`config.mk`:
```
export PLATFORM = sky130hd
export DESIGN_NAME = encoder8to3_irq_flat
export DESIGN_NICKNAME = d
export VERILOG_FILES = /design/src/rtl/encoder8to3_irq_if.sv /design/src/rtl/encoder8to3_irq.sv /design/src/flat_wrapper.sv
export SDC_FILE = /design/constraint.sdc
export NUM_CORES = 1
export LEC_CHECK = 0
export ABC_AREA = 0
export BUFFER_PORTS_ARGS = -buffer_cell sky130_fd_sc_hd__clkbuf_2
export CORE_ASPECT_RATIO = 1.2
export CORE_MARGIN = 2
export CORE_UTILIZATION = 25
export DETAILED_ROUTE_END_ITERATION = 6
export RECOVER_POWER = 100
export SLEW_MARGIN = 20
export SYNTH_ARGS = -nofsm -noshare
export SYNTH_HDL_FRONTEND = slang
export SYNTH_SLANG_ARGS = --single-unit
```
`constraint.sdc`:
```
create_clock -name clk -period 1.9 [get_ports clk]
set_input_delay 0.38 -clock clk [delete_from_list [all_inputs] [get_ports clk]]
set_output_delay 0.38 -clock clk [all_outputs]
set_load 0.01 [all_outputs]
```
`src/rtl/encoder8to3_irq_if.sv`:
```
// Request/issue bundle for the 8-to-3 priority encoder.
// master = encoder side (drives the issue slot), slave = requester/consumer side.
interface encoder8to3_irq_if;
  logic [7:0] req;
  logic       ready;
  logic [2:0] code;
  logic       valid;
  logic [7:0] pend;
  logic       any;

  modport master (input req, ready, output code, valid, pend, any);
  modport slave  (output req, ready, input code, valid, pend, any);
endinterface

```
`src/rtl/encoder8to3_irq.sv`:
```
// Sequential 8-to-3 priority encoder: sticky pending flags feed a one-deep
// valid/ready issue slot; a flag is cleared only when its index enters the slot.
module encoder8to3_irq #(
  parameter bit HIGH_FIRST = 1'b1
) (
  input logic              clk,
  input logic              rst,
  encoder8to3_irq_if.master bus
);

  logic [7:0] pend_q, pend_d;
  logic [2:0] code_q, code_d;
  logic       valid_q, valid_d;

  logic [2:0] sel;
  logic       pend_nz;
  logic       slot_free;
  logic [7:0] load_oh;

  assign pend_nz   = |pend_q;
  assign slot_free = !valid_q || bus.ready;

  // Later loop iterations override earlier ones, so scan direction sets priority.
  always_comb begin
    sel = 3'd0;
    if (HIGH_FIRST) begin
      for (int i = 0; i < 8; i++) begin
        if (pend_q[i]) sel = i[2:0];
      end
    end else begin
      for (int i = 7; i >= 0; i--) begin
        if (pend_q[i]) sel = i[2:0];
      end
    end
  end

  always_comb begin
    load_oh = 8'h00;
    if (slot_free && pend_nz) load_oh = 8'h01 << sel;
  end

  always_comb begin
    pend_d  = (pend_q & ~load_oh) | bus.req;
    code_d  = code_q;
    valid_d = valid_q;
    if (slot_free) begin
      valid_d = pend_nz;
      if (pend_nz) code_d = sel;
    end
  end

  always_ff @(posedge clk or posedge rst) begin
    if (rst) begin
      pend_q  <= 8'h00;
      code_q  <= 3'd0;
      valid_q <= 1'b0;
    end else begin
      pend_q  <= pend_d;
      code_q  <= code_d;
      valid_q <= valid_d;
    end
  end

  assign bus.code  = code_q;
  assign bus.valid = valid_q;
  assign bus.pend  = pend_q;
  assign bus.any   = pend_nz;

endmodule

```
`src/flat_wrapper.sv`:
```
// flat-port wrapper written by rule: the top's interface ports become plain ports
module encoder8to3_irq_flat 
#(
  parameter bit HIGH_FIRST = 1'b1
)
  (clk, rst, bus_req, bus_ready, bus_code, bus_valid, bus_pend, bus_any);
  encoder8to3_irq_if bus_i ();
  input logic clk;
  input logic rst;
  input wire logic [$bits(bus_i.req)-1:0] bus_req;
  input wire logic [$bits(bus_i.ready)-1:0] bus_ready;
  output wire logic [$bits(bus_i.code)-1:0] bus_code;
  output wire logic [$bits(bus_i.valid)-1:0] bus_valid;
  output wire logic [$bits(bus_i.pend)-1:0] bus_pend;
  output wire logic [$bits(bus_i.any)-1:0] bus_any;
  assign bus_i.req = bus_req;
  assign bus_i.ready = bus_ready;
  assign bus_code = bus_i.code;
  assign bus_valid = bus_i.valid;
  assign bus_pend = bus_i.pend;
  assign bus_any = bus_i.any;
  encoder8to3_irq #(.HIGH_FIRST(HIGH_FIRST)) u_core (.clk(clk), .rst(rst), .bus(bus_i));
endmodule
```
; After elaboration in Yosys (flattened, before gate mapping)
; Index checks and enable logic that the tools add are counted.
[totals]
reg_bits = 12
[classes]
shift = 1
mux = 8
n_bitwise = 3
n_reduce_logical = 5
[op_table]
columns = op, count
row1 = 3-bit two-way mux, 4
row2 = 8-bit bitwise AND, 1
row3 = 8-bit two-way mux, 1
row4 = 8-bit inverter, 1
row5 = 8-bit OR, 1
row6 = 8-bit OR reduction, 1
row7 = "1-bit by 3-bit left shift with 8-bit output, first input constant", 1
row8 = 2-bit two-way mux, 2
row9 = 2-bit AND reduction, 1
row10 = 1-bit logical AND, 1
row11 = 1-bit logical NOT, 1
row12 = 1-bit logical OR, 1
row13 = 1-bit two-way mux, 1

; Depth between registers and ports, before layout
; Gate-level depths: netlist of run 1.
[logic_depth]
depth_word = 12
ltp_mapped = 4
depth_no_buf = 3

; Worst setup path before layout of run 1
; No wires, ideal clock.
[synth_path]
kind = flip-flop to flip-flop
start = register u_core.pend_q[5], in the netlist u_core.bus.pend[5]
end = register u_core.pend_q[0], in the netlist u_core.bus.pend[0]
setup_time_ns = 0.133
arrival_time_ns = 1.458
t_required_ns = 1.767
setup_slack_ns = 0.309
path_stages_with_launch = 5
path_buffers = 1
cell_sequence = dfrtp_1 -> buf_6 -> or4_4 -> nor4b_2 -> a31oi_1
[synth_via]
elab_chain_cells = 8
word_cells_on_any_way = 10
[synth_rtl]
columns = item, line_no
row1 = from (decl), encoder8to3_irq.sv:11  ; logic [7:0] pend_q, pend_d;
row2 = from (signal assigned), encoder8to3_irq.sv:58  ; pend_q <= pend_d;
row3 = 3-bit two-way mux (3 in a row), encoder8to3_irq.sv:28  ; if (pend_q[i]) sel = i[2:0];
row4 = 1-bit by 3-bit left shift with 8-bit output, encoder8to3_irq.sv:39  ; if (slot_free && pend_nz) load_oh = 8'h01 << sel;
row5 = 8-bit two-way mux *, encoder8to3_irq.sv:39
row6 = 8-bit inverter *, encoder8to3_irq.sv:43  ; pend_d = (pend_q & ~load_oh) | bus.req;
row7 = 8-bit bitwise AND *, encoder8to3_irq.sv:43
row8 = 8-bit OR *, encoder8to3_irq.sv:43
row9 = net u_core.pend_d[0], encoder8to3_irq.sv:11
; The timed path passes the listed nets; every way through them passes the cells marked *.
; A chain may end at the register's enable or synchronous reset.

; Worst setup path after layout of run 1
[layout_path]
start = register u_core.pend_q[4], in the netlist u_core.bus.pend[4]
end = output port bus_any
[layout_via]
elab_chain_cells = 1
[layout_rtl]
columns = item, line_no
row1 = 8-bit OR reduction, encoder8to3_irq.sv:20  ; assign pend_nz = |pend_q;
row2 = to (decl), flat_wrapper.sv:15  ; output wire logic [$bits(bus_i.any)-1:0] bus_any;
; No other way between the ends.

==> impl_metrics.yaml, run 1 <==
floorplan:
  io_pins: 24
  dieHeight_um: 57.5
  start_util: 0.262
  coreArea_sq_mm: 0.00228
  die_w_um: 48.6
  die_area_sq_mm: 0.00280
  std_cell_rows: 19
pwr:
  combPwrFrac: 0.088
  swShare: 0.228
  clkPwrFrac: 0.382
  cellLeakagePower_nw: 0.300
  max-vdd-ir-drop_mv: 0.299
  powerDensity_mw_per_mm2: 673
  p_switching_uw: 118
  p_int_uw: 399
  seqPwrFrac: 0.530
sta:
  hold_viol_final: 0
  setup_viol: 0
  worst_pin_slew_ns: 0.462
  slew_viol_final: 0
  fin_crit_ns: 1.75
  rsz0062_at_grt: "no"
  slew_headroom: 0.692
  period_share: 0.923
  fmax_mhz: 570
  clock_skew_ns: 0.00118
  fin_tns_setup_ns: 0
grt:
  antenna_found_initial: 0
  grt_usage: 0.106
  grt-ovfl-total: 0
  grt_pass1_vias: 526
  grt_first_pass_wirelength_um: 2220
  grt_max_degree: 13
clock_tree:
  cts_tree: "yes"
  path_clk_slew_ns: 0.07
  clockBufferDepth: 2
  clockRootBuffer: "clkbuf_4"
  postCtsHoldBufs: 0
  cts.sinks: 12
  clkLatencyLatePin_ns: 0.26
  h-tree-depth: 1
  cts-buffers-inserted: 3
cells_and_area:
  final_layout_size_suffix_gt1_frac: 0.214
  final_nets: 96
  utilization: 0.337
  antenna_cells: 0
  area_growth_pct: 28.7
worst_setup_path:
  path_max_fanout: 7
  timing.rr.end: "u_core.bus.pend[1]"
  endpoint_kind: "output port"
  cpPeakStageDelay_ns: 0.48
  slowest_stage: "dfrtp_1"
  crit_path_cell_trace: "nor4_4, nand2_1, clkbuf_1"
  required_ns: 1.52
  setup.worst_path.class: "reg -> out"
  reg2reg_depth: 3
  reg2reg_from: "u_core.bus.pend[4]"
  cp.arrival_ns: 1.37
  critPathLaunchType: "flip-flop"
  rrSetupSlack_ns: 0.22
drt:
  drt_iter0_markers: 10
  ant_nets: 0
  first_pass_iters: 4
  routed_via_density: 4.67
  post-route-drc-count: 0
  vias: 537
  wl_um: 1370
  wl_per_cell_um: 11.9
logic_synthesis:
  synth_ff_type: "dfrtp_1"
  synthArstFlopShare: 1.00
  ys_seq_elements: 12
  syn_area_per_cell_sq_um: 10.5
  synth_cells: 57
  synth-edff-count: 0
  ys_seq_area_frac: 0.503
  synth.cell_area_sq_um: 597
  ys_warn_count: 0
  syn_nets: 68
  synth.distinct_cells: 25
placement:
  dpl.hpwl_um: 1020
  place.port_buffers: 23
  gp_congestion: 0.775
outcome:
  status: "finished clean"
hold_path:
  min_path_type: "in -> async"
job:
  drv_cap: 0
## power by group through the flow
stage	clock network [mW]	logic, mW	registers (mW)
after floorplan	0	0.0228	0.280
after global placement	0	0.0494	0.278
after detailed placement	0	0.0494	0.278
after CTS	0.210	0.0497	0.273
after global routing	0.222	0.0516	0.276
final	0.198	0.0454	0.274
## sequential cells by signal, indices dropped and copies added, names as in the netlist
name,flops
u_core.bus.code,3
u_core.bus.valid,1
u_core.bus.pend,8
## how the worst max path moves through the flow
stage                               to               start  slack, ns
finish                         bus_any  u_core.bus.pend[4]       0.15
global route                   bus_any  u_core.bus.pend[5]       0.05
CTS                            bus_any  u_core.bus.pend[3]       0.06
detailed placement  u_core.bus.pend[1]  u_core.bus.pend[5]       0.28
global placement    u_core.bus.pend[1]  u_core.bus.pend[5]       0.32
floorplan           u_core.bus.pend[0]  u_core.bus.pend[5]       0.31
## Yosys cell counts (2+ instances only)
cell | instances | share of area
dfrtp_1 | 12 | 0.50
o31ai_1 | 3 | 0.038
nor2_1 | 6 | 0.038
inv_1 | 6 | 0.038
nor2b_1 | 2 | 0.021
nand2b_1 | 3 | 0.031
nor3_1 | 2 | 0.017
o21ai_0 | 3 | 0.025
a31oi_1 | 4 | 0.042
## cell families after synthesis
kind of cell,Yosys count,share of synthesized area
flip-flops,12,0.503
buffers and inverters,8,0.0629
AO/OA/AOI/OAI,15,0.168
multiplexers,1,0.0189
AND/OR/NAND/NOR,21,0.247
## routing by layer
| layer | routed length (um) | up-vias | GRT usage |
|---|---|---|---|
| met5 | 0 | - | 0 |
| met4 | 8 | 0 | 0.0735 |
| li1 | - | 262 | - |
| met2 | 671 | 18 | 0.170 |
| met1 | 599 | 255 | 0.123 |
| met3 | 92 | 2 | 0.0288 |
## area by class of cell
cell class	count	area (sq um)
Sequential cell	12	300
Inverter	6	22.5
Multi-Input combinational cell	37	264
Tap cell	31	38.8
Fill cell	271	1510
Timing Repair Buffer	25	106
Clock buffer	4	36.3
## per-stage QoR
stage                     total power [mW]  hold WS [ns]  cells  worst slack (ns)  area (sq um)
after floorplan                      0.302         0.245     57             0.309           597
after global placement               0.328         0.397    110             0.323           743
after detailed placement             0.328         0.399    110             0.279           743
after CTS                            0.533         0.102    114            0.0594           779
after global routing                 0.549         0.132    115            0.0514           768
final                                0.517        0.0902    115             0.146           768
## timing repair
item	4_1_cts	5_1_grt
buffers inserted	0	1
resized for setup	0	1
setup endpoints to repair	0	1
## worst max-delay path, delay by kind of cell (launching register included)
family	cells	cell delay (ns)
buf+inv	1	0.14
flops	1	0.48
simple gates	2	0.49
## placed cells by master, fill, tap and decap left out
cell type,Yosys,layout
nor2b_1,2,2
a21o_1,1,1
a2bb2oi_1,1,1
a31oi_1,4,4
a21oi_1,1,1
o21ai_0,3,3
nor3b_1,1,1
nor2_1,6,6
mux2_1,1,1
or4_1,0,1
clkbuf_4,0,3
o41ai_1,1,1
or2_2,1,1
a211oi_1,1,1
clkbuf_8,0,1
o31ai_1,3,3
dfrtp_1,12,12
nor3_1,2,2
or3_1,1,1
nor4b_2,1,1
inv_1,6,6
clkbuf_2,0,10
clkbuf_1,1,15
nor4_4,1,2
nand2b_1,3,3
nand2_1,1,1
Power figures use the tool's default switching activity.
==> inputs of run 2 (changes only) <==
==> constraint.sdc (replaced) <==
create_clock -name clk -period 1.9 [get_ports clk]
set_input_delay 0.19 -clock clk [delete_from_list [all_inputs] [get_ports clk]]
set_output_delay 0.19 -clock clk [all_outputs]
set_load 0.01 [all_outputs]
==> impl_metrics.yaml, run 2 (synthesized netlist as in run 1, its figures left out) <==
drt:
  wl_um: 1300
  post-route-drc-count: 0
  first_pass_iters: 4
  drt_iter0_markers: 4
  ant_nets: 0
  vias: 523
  routed_via_density: 4.59
  wl_per_cell_um: 11.4
pwr:
  cellLeakagePower_nw: 0.293
  p_total_uw: 518
  swShare: 0.227
  clkPwrFrac: 0.385
  p_int_uw: 401
  seqPwrFrac: 0.527
  powerDensity_mw_per_mm2: 680
  max-vdd-ir-drop_mv: 0.353
  p_switching_uw: 117
  combPwrFrac: 0.088
grt:
  grt_usage: 0.107
  grt_first_pass_wirelength_um: 2250
  grt_pass1_vias: 506
  grt-ovfl-total: 0
  antenna_found_initial: 0
  grt_max_degree: 13
sta:
  clock_skew_ns: 0.00296
  period_share: 0.874
  setup_viol: 0
  rsz0062_at_grt: "no"
  slew_headroom: 0.513
  fin_crit_ns: 1.66
  hold_viol_final: 0
  fmax_mhz: 602
  worst_pin_slew_ns: 0.730
  fin_tns_setup_ns: 0
  slew_viol_final: 0
outcome:
  status: "finished clean"
worst_setup_path:
  reg2reg_from: "u_core.bus.pend[5]"
  cp-startpoint: "u_core.bus.pend[5]"
  cp.arrival_ns: 1.81
  required_ns: 2.05
  endpoint_kind: "flip-flop"
  reg2reg_depth: 3
  critPathLaunchType: "flip-flop"
  setup.worst_path.class: "reg -> reg"
  path_max_fanout: 9
placement:
  gp_congestion: 0.754
  dpl.hpwl_um: 1000
  placed_area_sq_um: 736
  place.port_buffers: 23
  dp.cells: 109
cells_and_area:
  largest_reg_flops: 8
  final_cell_mix: "clkbuf_1 (13), dfrtp_1 (12), clkbuf_2 (10), inv_1 (6), nor2_1 (6)"
  fillCellCount: 269
  final_nets: 95
  area_growth_pct: 27.7
  final_cells: 114
  multi_input_area_sq_um: 255
  final_layout_size_suffix_gt1_frac: 0.217
  regArea_sq_um: 300
  final_common_cell: "clkbuf_1"
  utilization: 0.334
  antenna_cells: 0
  final_cell_area_sq_um: 762
clock_tree:
  h-tree-depth: 1
  clockRootBuffer: "clkbuf_4"
  cts.repair.resized: 0
  cts-buffers-inserted: 3
  path_clk_slew_ns: 0.07
  clockBufferDepth: 2
  cts.sinks: 12
  clkLatencyLatePin_ns: 0.27
  cts_tree: "yes"
hold_path:
  holdPathStages: 2
  hp-start: "bus_req[7]"
  min_path_type: "in -> reg"
floorplan:
  start_util: 0.262
  die_area_sq_mm: 0.00280
  coreArea_sq_mm: 0.00228
  dieHeight_um: 57.5
  std_cell_rows: 19
  io_pins: 24
  die_w_um: 48.6
job:
  drv_cap: 0
-- run 2: changes by cell type in the layout (fill, tap and decap cells not counted), sizes merged --
cell	before	now
clkbuf	29	27
dlygate4sd3	0	1
-- run 2: through the flow --
stage | hold WS [ns] | worst slack, ns
finish | 0.0894 | 0.239
global route | 0.0788 | 0.130
CTS | 0.0796 | 0.231
detailed placement | 0.211 | 0.276
global placement | 0.203 | 0.339
floorplan | 0.0547 | 0.309
-- run 2: final cells by class --
cell class / count / share of cell area
sequential: 12 / 0.394
multi-input combinational: 37 / 0.335
timing repair buffer: 24 / 0.143
tap: 31 / 0.0509
clock buffer: 4 / 0.0476
inverter: 6 / 0.0296
-- run 2: power by group through the flow --
stage	Sequential (mW)	Clock, mW	Combinational [mW]
after global placement	0.278	0	0.0476
after detailed placement	0.278	0	0.0476
after floorplan	0.280	0	0.0228
final	0.273	0.199	0.0458
after global routing	0.274	0.228	0.0529
after CTS	0.273	0.211	0.0495
-- run 2: critical path: stages (launching register included) --
cell     delay (ns)
dfrtp_1        0.48
or4_1          0.59
nor4b_2        0.34
a31oi_1        0.12
-- run 2: timing repair --
item | 4_1_cts | 5_1_grt
hold buffers | 1 | 0
endpoints found under the hold margin | 12 | 0
buffers inserted | 0 | 0
-- run 2: path summary, 6_finish.rpt --
kind / slack, ns / end
max in group asynchronous: 1.14 / u_core.bus.code[0]
min reg2reg: 0.49 / u_core.bus.code[1]
max reg2reg: 0.24 / u_core.bus.pend[0]
min: 0.09 / u_core.bus.pend[7]
max: 0.24 / u_core.bus.pend[0]
min in group asynchronous: 0.44 / u_core.bus.pend[1]
-- run 2: layer usage --
layer	wire length (um)	global-route usage
met1	569	0.125
met2	612	0.166
met3	98	0.0366
met4	22	0.0735
met5	0	0
